### src/rtl/rs_latch_monitor.sv
// Synchronous checker for an asynchronous NOR RS latch: synchronizes the latch pins,
// runs a cycle-based reference model and flags mismatches, forbidden inputs and release races.
module rs_latch_monitor #(
    parameter int SYNC_STAGES = 2,
    parameter int SETTLE_CYC  = 4,
    parameter int CNT_W       = 8
) (
    input  logic             CLK,
    input  logic             RST_L,
    input  logic             R,
    input  logic             S,
    input  logic             Q,
    input  logic             Q_L,
    output logic             MODEL_Q,
    output logic             MODEL_VALID,
    output logic             ERR,
    output logic             RACE,
    output logic [CNT_W-1:0] ERR_CNT,
    output logic [CNT_W-1:0] FORBID_CNT
);

    localparam int               SC_W        = (SETTLE_CYC > 1) ? $clog2(SETTLE_CYC) : 1;
    localparam logic [SC_W-1:0]  SETTLE_LOAD = SC_W'(SETTLE_CYC - 1);
    localparam logic [CNT_W-1:0] CNT_MAX     = '1;

    typedef enum logic {ST_SETTLE, ST_STABLE} state_t;

    logic [3:0] pins;
    logic [3:0] synced;
    assign pins = {R, S, Q, Q_L};

    genvar gi;
    generate
        for (gi = 0; gi < 4; gi++) begin : g_sync
            logic [SYNC_STAGES-1:0] chain_q;
            logic [SYNC_STAGES-1:0] chain_d;
            assign chain_d = {chain_q[SYNC_STAGES-2:0], pins[gi]};
            always_ff @(posedge CLK or negedge RST_L) begin
                if (!RST_L) chain_q <= '0;
                else        chain_q <= chain_d;
            end
            assign synced[gi] = chain_q[SYNC_STAGES-1];
        end
    endgenerate

    logic rs, ss, qs, qls;
    assign rs  = synced[3];
    assign ss  = synced[2];
    assign qs  = synced[1];
    assign qls = synced[0];

    state_t          state_q, state_d;
    logic [SC_W-1:0] settle_cnt_q, settle_cnt_d;
    logic            prev_rs_q, prev_rs_d, prev_ss_q, prev_ss_d;
    logic            model_bit_q, model_bit_d;
    logic            valid_q, valid_d;
    logic            err_q, err_d;
    logic            race_q, race_d;
    logic            mis_hist_q, mis_hist_d;
    logic [CNT_W-1:0] err_cnt_q, err_cnt_d;
    logic [CNT_W-1:0] forbid_cnt_q, forbid_cnt_d;

    logic [1:0] in_now, in_prev;
    logic       change, mismatch, exp_q, exp_ql;

    always_comb begin
        state_d      = state_q;
        settle_cnt_d = settle_cnt_q;
        model_bit_d  = model_bit_q;
        valid_d      = valid_q;
        err_cnt_d    = err_cnt_q;
        forbid_cnt_d = forbid_cnt_q;
        err_d        = 1'b0;
        race_d       = 1'b0;
        mismatch     = 1'b0;
        prev_rs_d    = rs;
        prev_ss_d    = ss;
        in_now       = {rs, ss};
        in_prev      = {prev_rs_q, prev_ss_q};
        change       = (in_now != in_prev);

        case (in_now)
            2'b01:   begin exp_q = 1'b1;        exp_ql = 1'b0;         end
            2'b10:   begin exp_q = 1'b0;        exp_ql = 1'b1;         end
            2'b11:   begin exp_q = 1'b0;        exp_ql = 1'b0;         end
            default: begin exp_q = model_bit_q; exp_ql = ~model_bit_q; end
        endcase

        if (change) begin
            // An input change always wins over a comparison in the same cycle.
            state_d      = ST_SETTLE;
            settle_cnt_d = SETTLE_LOAD;
            case (in_now)
                2'b01: begin model_bit_d = 1'b1; valid_d = 1'b1; end
                2'b10: begin model_bit_d = 1'b0; valid_d = 1'b1; end
                2'b11: begin
                    model_bit_d = 1'b0;
                    valid_d     = 1'b1;
                    if (forbid_cnt_q != CNT_MAX) forbid_cnt_d = forbid_cnt_q + 1'b1;
                end
                default: begin
                    if (in_prev == 2'b11) begin
                        valid_d = 1'b0;
                        race_d  = 1'b1;
                    end
                end
            endcase
        end else if (state_q == ST_SETTLE) begin
            if (settle_cnt_q == '0) state_d = ST_STABLE;
            else                    settle_cnt_d = settle_cnt_q - 1'b1;
        end else if (in_now == 2'b00 && !valid_q) begin
            // Unknown state after a release race: adopt whatever the latch settled to, if legal.
            if (qs != qls) begin
                model_bit_d = qs;
                valid_d     = 1'b1;
            end else begin
                mismatch = 1'b1;
            end
        end else begin
            mismatch = ({qs, qls} != {exp_q, exp_ql});
        end

        // History is zero whenever no comparison ran, so each stable period re-flags a fault.
        mis_hist_d = mismatch;
        if (mismatch && !mis_hist_q) begin
            err_d = 1'b1;
            if (err_cnt_q != CNT_MAX) err_cnt_d = err_cnt_q + 1'b1;
        end
    end

    always_ff @(posedge CLK or negedge RST_L) begin
        if (!RST_L) begin
            state_q      <= ST_SETTLE;
            settle_cnt_q <= SETTLE_LOAD;
            prev_rs_q    <= 1'b0;
            prev_ss_q    <= 1'b0;
            model_bit_q  <= 1'b0;
            valid_q      <= 1'b0;
            err_q        <= 1'b0;
            race_q       <= 1'b0;
            mis_hist_q   <= 1'b0;
            err_cnt_q    <= '0;
            forbid_cnt_q <= '0;
        end else begin
            state_q      <= state_d;
            settle_cnt_q <= settle_cnt_d;
            prev_rs_q    <= prev_rs_d;
            prev_ss_q    <= prev_ss_d;
            model_bit_q  <= model_bit_d;
            valid_q      <= valid_d;
            err_q        <= err_d;
            race_q       <= race_d;
            mis_hist_q   <= mis_hist_d;
            err_cnt_q    <= err_cnt_d;
            forbid_cnt_q <= forbid_cnt_d;
        end
    end

    assign MODEL_Q     = model_bit_q;
    assign MODEL_VALID = valid_q;
    assign ERR         = err_q;
    assign RACE        = race_q;
    assign ERR_CNT     = err_cnt_q;
    assign FORBID_CNT  = forbid_cnt_q;

endmodule

### config.mk
export PLATFORM = sky130hd
export DESIGN_NAME = rs_latch_monitor
export DESIGN_NICKNAME = d
export VERILOG_FILES = /design/src/rtl/rs_latch_monitor.sv
export SDC_FILE = /design/constraint.sdc
export NUM_CORES = 1
export LEC_CHECK = 0
export ABC_AREA = 0
export CAP_MARGIN = 5
export CORE_UTILIZATION = 41
export DETAILED_ROUTE_END_ITERATION = 7
export GPL_TIMING_DRIVEN = 0
export PLACE_DENSITY = 0.63
export SYNTH_ARGS = -nofsm -noshare
export SYNTH_HDL_FRONTEND = slang
export SYNTH_SLANG_ARGS = --single-unit
### constraint.sdc
create_clock -name CLK -period 2.04 [get_ports CLK]
set_clock_uncertainty 0.2 [all_clocks]
set_input_delay 0.51 -clock CLK [delete_from_list [all_inputs] [get_ports CLK]]
set_output_delay 0.51 -clock CLK [all_outputs]
set_load 0.02 [all_outputs]
After elaboration in Yosys (flattened, before gate mapping)
Index checks and enable logic that the tools add are counted.

word-level totals
  register bits = 34
  input bits = 6
  output and inout port bits = 20
  logic and storage cells = 74

operators by class
  add/sub/neg operators = 3
  equality and inequality tests = 12
  mux-type cells = 26
  bitwise logic cells = 1
  reductions and logical operators = 17

operators with widths
  operator                                                number
  2-to-1 mux 1 bit                                        21
  adder 8 x 1 -> 8 bit (second input constant)            2
  inequality test 8 bit (second input constant)           2
  equality test 2 bit (second input constant)             3
  2-to-1 mux 2 bit                                        3
  AND reduction 3 bit                                     2
  nonzero test 2 bit                                      3
  logical NOT 2 bit                                       2
  inequality test 2 bit                                   2
  one-hot mux 1 bit (2 select lines)                      2
  AND reduction 2 bit                                     2
  AND reduction 4 bit                                     1
  OR reduction 2 bit                                      2
  inequality test 3 x 2 -> 1 bit (second input constant)  1
  OR reduction 3 bit                                      1
  equality test 2 x 1 -> 1 bit (second input constant)    1
  logical AND 1 bit                                       2
  logical NOT 1 bit                                       2
  inequality test 2 x 1 -> 1 bit (second input constant)  1
  inequality test 2 bit (second input constant)           1
  subtractor 2 x 1 -> 2 bit (second input constant)       1
  inequality test 1 bit                                   1
  NOT 1 bit                                               1

Logic depth before layout (Yosys ltp)
Gate-level depths: netlist of the first run.

  depth in word-level cells = 9
  mapped depth = 6
  gate-level depth less buffers = 6

Least setup slack after synthesis of the first run
Ideal clock, no wire load.

  path kind = reg2reg
  start = reg valid_q, in the netlist MODEL_VALID
  end = reg err_cnt_q[1], in the netlist ERR_CNT[1]
  setup time = 0.125 ns
  arrival = 1.667 ns
  required time = 1.715 ns
  path slack = 0.049 ns
  stages on the path, launching flop included = 6
  path buffers = 0
  clock period less this slack = 1.991 ns
  path through = dfrtp_1 and2b_2 o211ai_1 o2111ai_4 nor2_1 mux2_2

between the ends
  longest elaborated chain between the ends = 7

RTL lines
  what                           line  RTL
  start, declared                56    logic valid_q, valid_d;
  start signal, assigned         150   valid_q <= valid_d;
  logical NOT 1 bit              111   end else if (in_now == 2'b00 && !valid_q) begin
  logical AND 1 bit              111
  2-to-1 mux 1 bit               111
  2-to-1 mux 1 bit               108   end else if (state_q == ST_SETTLE) begin
  2-to-1 mux 1 bit               89    if (change) begin
  logical AND 1 bit              125   if (mismatch && !mis_hist_q) begin
  AND reduction 2 bit (no line)  -
  end signal, assigned           154   err_cnt_q <= err_cnt_d;
  end, declared                  60    logic [CNT_W-1:0] err_cnt_q, err_cnt_d;

Every way passes these cells.
A chain may end at the register's enable or synchronous reset.

Final worst setup path of the first run
  start = reg g_sync[2].chain_q[1]
  end = reg err_cnt_q[1], in the netlist ERR_CNT[1]

between the ends
  longest elaborated chain between the ends = 9
  elaborated cells on any way between the ends = 16
  classes of those cells = eq/ne (5); mux (5); reduce/logical (6)

RTL lines
  what                                                                        line  RTL
  start, declared                                                             35    logic [SYNC_STAGES-1:0] chain_q;
  start signal, assigned                                                      40    else chain_q <= chain_d;
  equality test 2 bit / equality test 2 x 1 -> 1 bit (equally long branches)  82    case (in_now)
  OR reduction 2 bit (no line)                                                -
  one-hot mux 1 bit (2 select lines) (on tied branches)                       -
  inequality test 2 bit                                                       120   mismatch = ({qs, qls} != {exp_q, exp_ql});
  2-to-1 mux 1 bit                                                            111
  2-to-1 mux 1 bit                                                            108
  2-to-1 mux 1 bit *                                                          89
  logical AND 1 bit *                                                         125
  AND reduction 2 bit (no line) *                                             -

Mark *: on every way between the ends. The rest lies on a longest branch, timed or not.

==> results.yml, run 1 <==
run_status:
  status: "finished with violations"
  violations: "negative setup slack"
timing:
  worst_pin_slew_ns: 0.724
  slew_headroom: 0.517
  min_period_ns: 2.04
  rsz0062_at_grt: "yes"
  hold_viol: 0
  fin_setup_tns_ns: -0.00134
  setup_viol: 1
  period_share: 1.00
  slew_viol_final: 0
  clock.fmax_mhz: 490
  setup_ws_ns: -0.00134
finish:
  final_common_cell: "dfrtp_1"
  diodes: 0
  drive_above_1_share: 0.198
  seqCellArea_um2: 853
  post-route-cell-area_mm2: 0.00190
  layout.nets: 170
  final_cell_mix: "32 x dfrtp_1, 18 x dlygate4sd2_1, 13 x xor2_1, 13 x nand2_1, 10 x nor2_1"
  fillers: 296
  multi_input_area_um2: 631
  syn_to_final_growth_pct: 30.0
  finish.utilization: 0.561
floorplanning:
  start_util: 0.432
  die_y_um: 61.7
  dieArea_mm2: 0.00381
  fp.dieW_um: 61.7
  rows: 21
  design.core.area_mm2: 0.00339
  ioPinCount: 26
detailed_routing:
  first_pass_iters: 4
  drtAntennaViolNets: 0
  wirelength_mm: 2.71
  vias: 1015
  vias_per_cell: 4.88
  wire_per_inst_um: 13.0
  drtIter0Drc: 40
  drc_errors: 0
synth:
  synth_ff_type: "dfrtp_1"
  synth_edf_count: 0
  synthesis.nets: 134
  synth_seq_area_share: 0.583
  syn_avg_cell_area_um2: 11.7
  synthCells: 125
  synth_fa_ha_area_frac: 0.0325
  synthMuxAreaShare: 0.0154
  synth_simple_gate_area_frac: 0.155
  synth_compound_gate_area_share: 0.0667
  synth-seq-cells: 34
  synth-xor-area-share: 0.119
  syn_area_mm2: 0.00146
  synth_warnings: 0
  synth_top_family_by_area: "simple AND/OR/NAND/NOR gates"
  ys_types: 31
  synthArstFlopShare: 1.00
run:
  drv_cap: 0
global_routing:
  grt_overflow_total: 0
  antenna_found_initial: 0
  grt_pass1_wl_mm: 4.43
  grt_pass1_vias: 1019
  grt_max_degree: 35
  grtUsageTotal: 0.166
power:
  powerDensity_mw_per_mm2: 813
  irDropWorstVdd_uv: 416
  leakage_uw: 0.000968
cts:
  cts-root-buf: "clkbuf_4"
  hold_buffers: 0
  cts_tree: "done"
  numCtsBuffers: 5
  cts_num_sinks: 34
  path_clk_slew_ns: 0.10
  clk_path_buf_depth: 2
  htreeDepth: 2
  clk_latency_ns: 0.33
setup_path:
  crit_family: "compound AO/OA/AOI/OAI gates"
  cp_max_fo: 8
  critical_path_class: "flip-flop to flip-flop"
  path_buf_inv: 1
  critPathCaptureType: "flip-flop"
  cp_slowest_cell: "dfrtp_1"
  r2r_setup_slack_ns: -0.001
  cp_data_arrival_time_ns: 2.07
  worstPathRequired_ns: 2.07
  path_cells: "buf_6 -> xor2_2 -> a211oi_2 -> o2111ai_4 -> nor2_4 -> mux2_4"
  cp_slowest_stage_delay_ns: 0.40
  start_kind: "flip-flop"
min_path:
  hold_path_class: "input pin to asynchronous set/reset pin"
placed_design:
  dp_slack_ns: -0.0445
  hpwlAfterDp_mm: 1.77
  io_buffers: 25
  gp_congestion: 0.793
  dpl_cell_area_mm2: 0.00177
-- report_power, final --
group / switching (µW) / total (µW) / internal [µW]
registers: 86.2 / 835 / 749
clock network: 216 / 383 / 167
logic: 182 / 329 / 146
-- worst paths after layout --
check / from / endpoint / cells past startpoint
setup / recovery: g_sync[2].chain_q[1]$_DFF_PN0_ / ERR_CNT[1]$_DFFE_PN0P_ / 6
hold / removal: RST_L / FORBID_CNT[0]$_DFFE_PN0P_ / 1
setup reg to reg: g_sync[2].chain_q[1]$_DFF_PN0_ / ERR_CNT[1]$_DFFE_PN0P_ / 6
hold reg to reg: g_sync[1].chain_q[0]$_DFF_PN0_ / g_sync[1].chain_q[1]$_DFF_PN0_ / 0
max in group asynchronous: RST_L / g_sync[3].chain_q[0]$_DFF_PN0_ / 1
min in group CLK: g_sync[1].chain_q[0]$_DFF_PN0_ / g_sync[1].chain_q[1]$_DFF_PN0_ / 0
-- layout make-up --
class                   count  area share
flip-flops and latches     34       0.449
clock buffers               7      0.0289
clock inverters             1     0.00263
repair buffers             29       0.134
well taps                  46      0.0303
inverters                   6      0.0118
plain buffers               2      0.0118
multi-input cells          83       0.332
-- cells by family (layout without fill, tap and decap cells) --
kind of cell	after synthesis	after routing
XOR/XNOR	19	19
AND/OR/NAND/NOR	46	46
multiplexers	2	2
buffers and inverters	8	45
adder cells (fa/ha/maj)	4	4
AO/OA/AOI/OAI	12	12
flip-flops	34	34
-- stage by stage --
step                instances  hold WS (ns)  power, µW
finish                    208        0.0234       1550
global route              208        0.0765       1650
CTS                       205        0.0439       1550
detailed placement        196         0.136       1210
global placement          196         0.135       1200
floorplan                 125        0.0144       1030
-- repair_timing --
item / 4_1_cts / 5_1_grt
setup buffers: 1 / 3
gates resized for setup: 20 / 11
endpoints found under the setup margin: 20 / 7
pin swaps: 2 / 7
-- registers in the layout, indices dropped and copies added (netlist names) --
signal          flops
ERR                 1
g_sync.chain_q      8
MODEL_VALID         1
mis_hist_q          1
prev_ss_q           1
ERR_CNT             8
state_q             1
settle_cnt_q        2
RACE                1
MODEL_Q             1
FORBID_CNT          8
prev_rs_q           1
-- cell usage after synthesis (2+ instances only) --
| cell | instances | share of area |
|---|---|---|
| ha_1 | 3 | 0.026 |
| nand2_1 | 13 | 0.033 |
| o21ai_0 | 2 | 0.0068 |
| mux2_2 | 2 | 0.015 |
| dfstp_2 | 2 | 0.036 |
| nor4_1 | 3 | 0.013 |
| nand4_1 | 3 | 0.013 |
| dfrtp_1 | 32 | 0.55 |
| a21oi_1 | 5 | 0.017 |
| nor2_1 | 11 | 0.028 |
| inv_1 | 6 | 0.015 |
| nand3_1 | 3 | 0.010 |
| xor2_1 | 15 | 0.090 |
| xnor2_1 | 3 | 0.018 |
| nor3_1 | 6 | 0.021 |
-- layer usage --
metal / share of wire / GRT usage / up-vias / routed length, µm
met2: 0.50 / 0.273 / 21 / 1360
met1: 0.44 / 0.191 / 494 / 1200
li1: - / - / 494 / -
met4: 0.020 / 0.0857 / 0 / 53
met3: 0.036 / 0.0600 / 6 / 97
met5: 0 / 0 / - / 0
Note: power is estimated with default switching activity, not from simulation.
==> run 2: changes to the inputs <==
--- a/config.mk
+++ b/config.mk
@@ -14,3 +14,4 @@
 export SYNTH_ARGS = -nofsm -noshare
 export SYNTH_HDL_FRONTEND = slang
 export SYNTH_SLANG_ARGS = --single-unit
+export TNS_END_PERCENT = 100
==> results of run 2 <==
No change in the layout: final DEF, timing and power equal those of run 1.
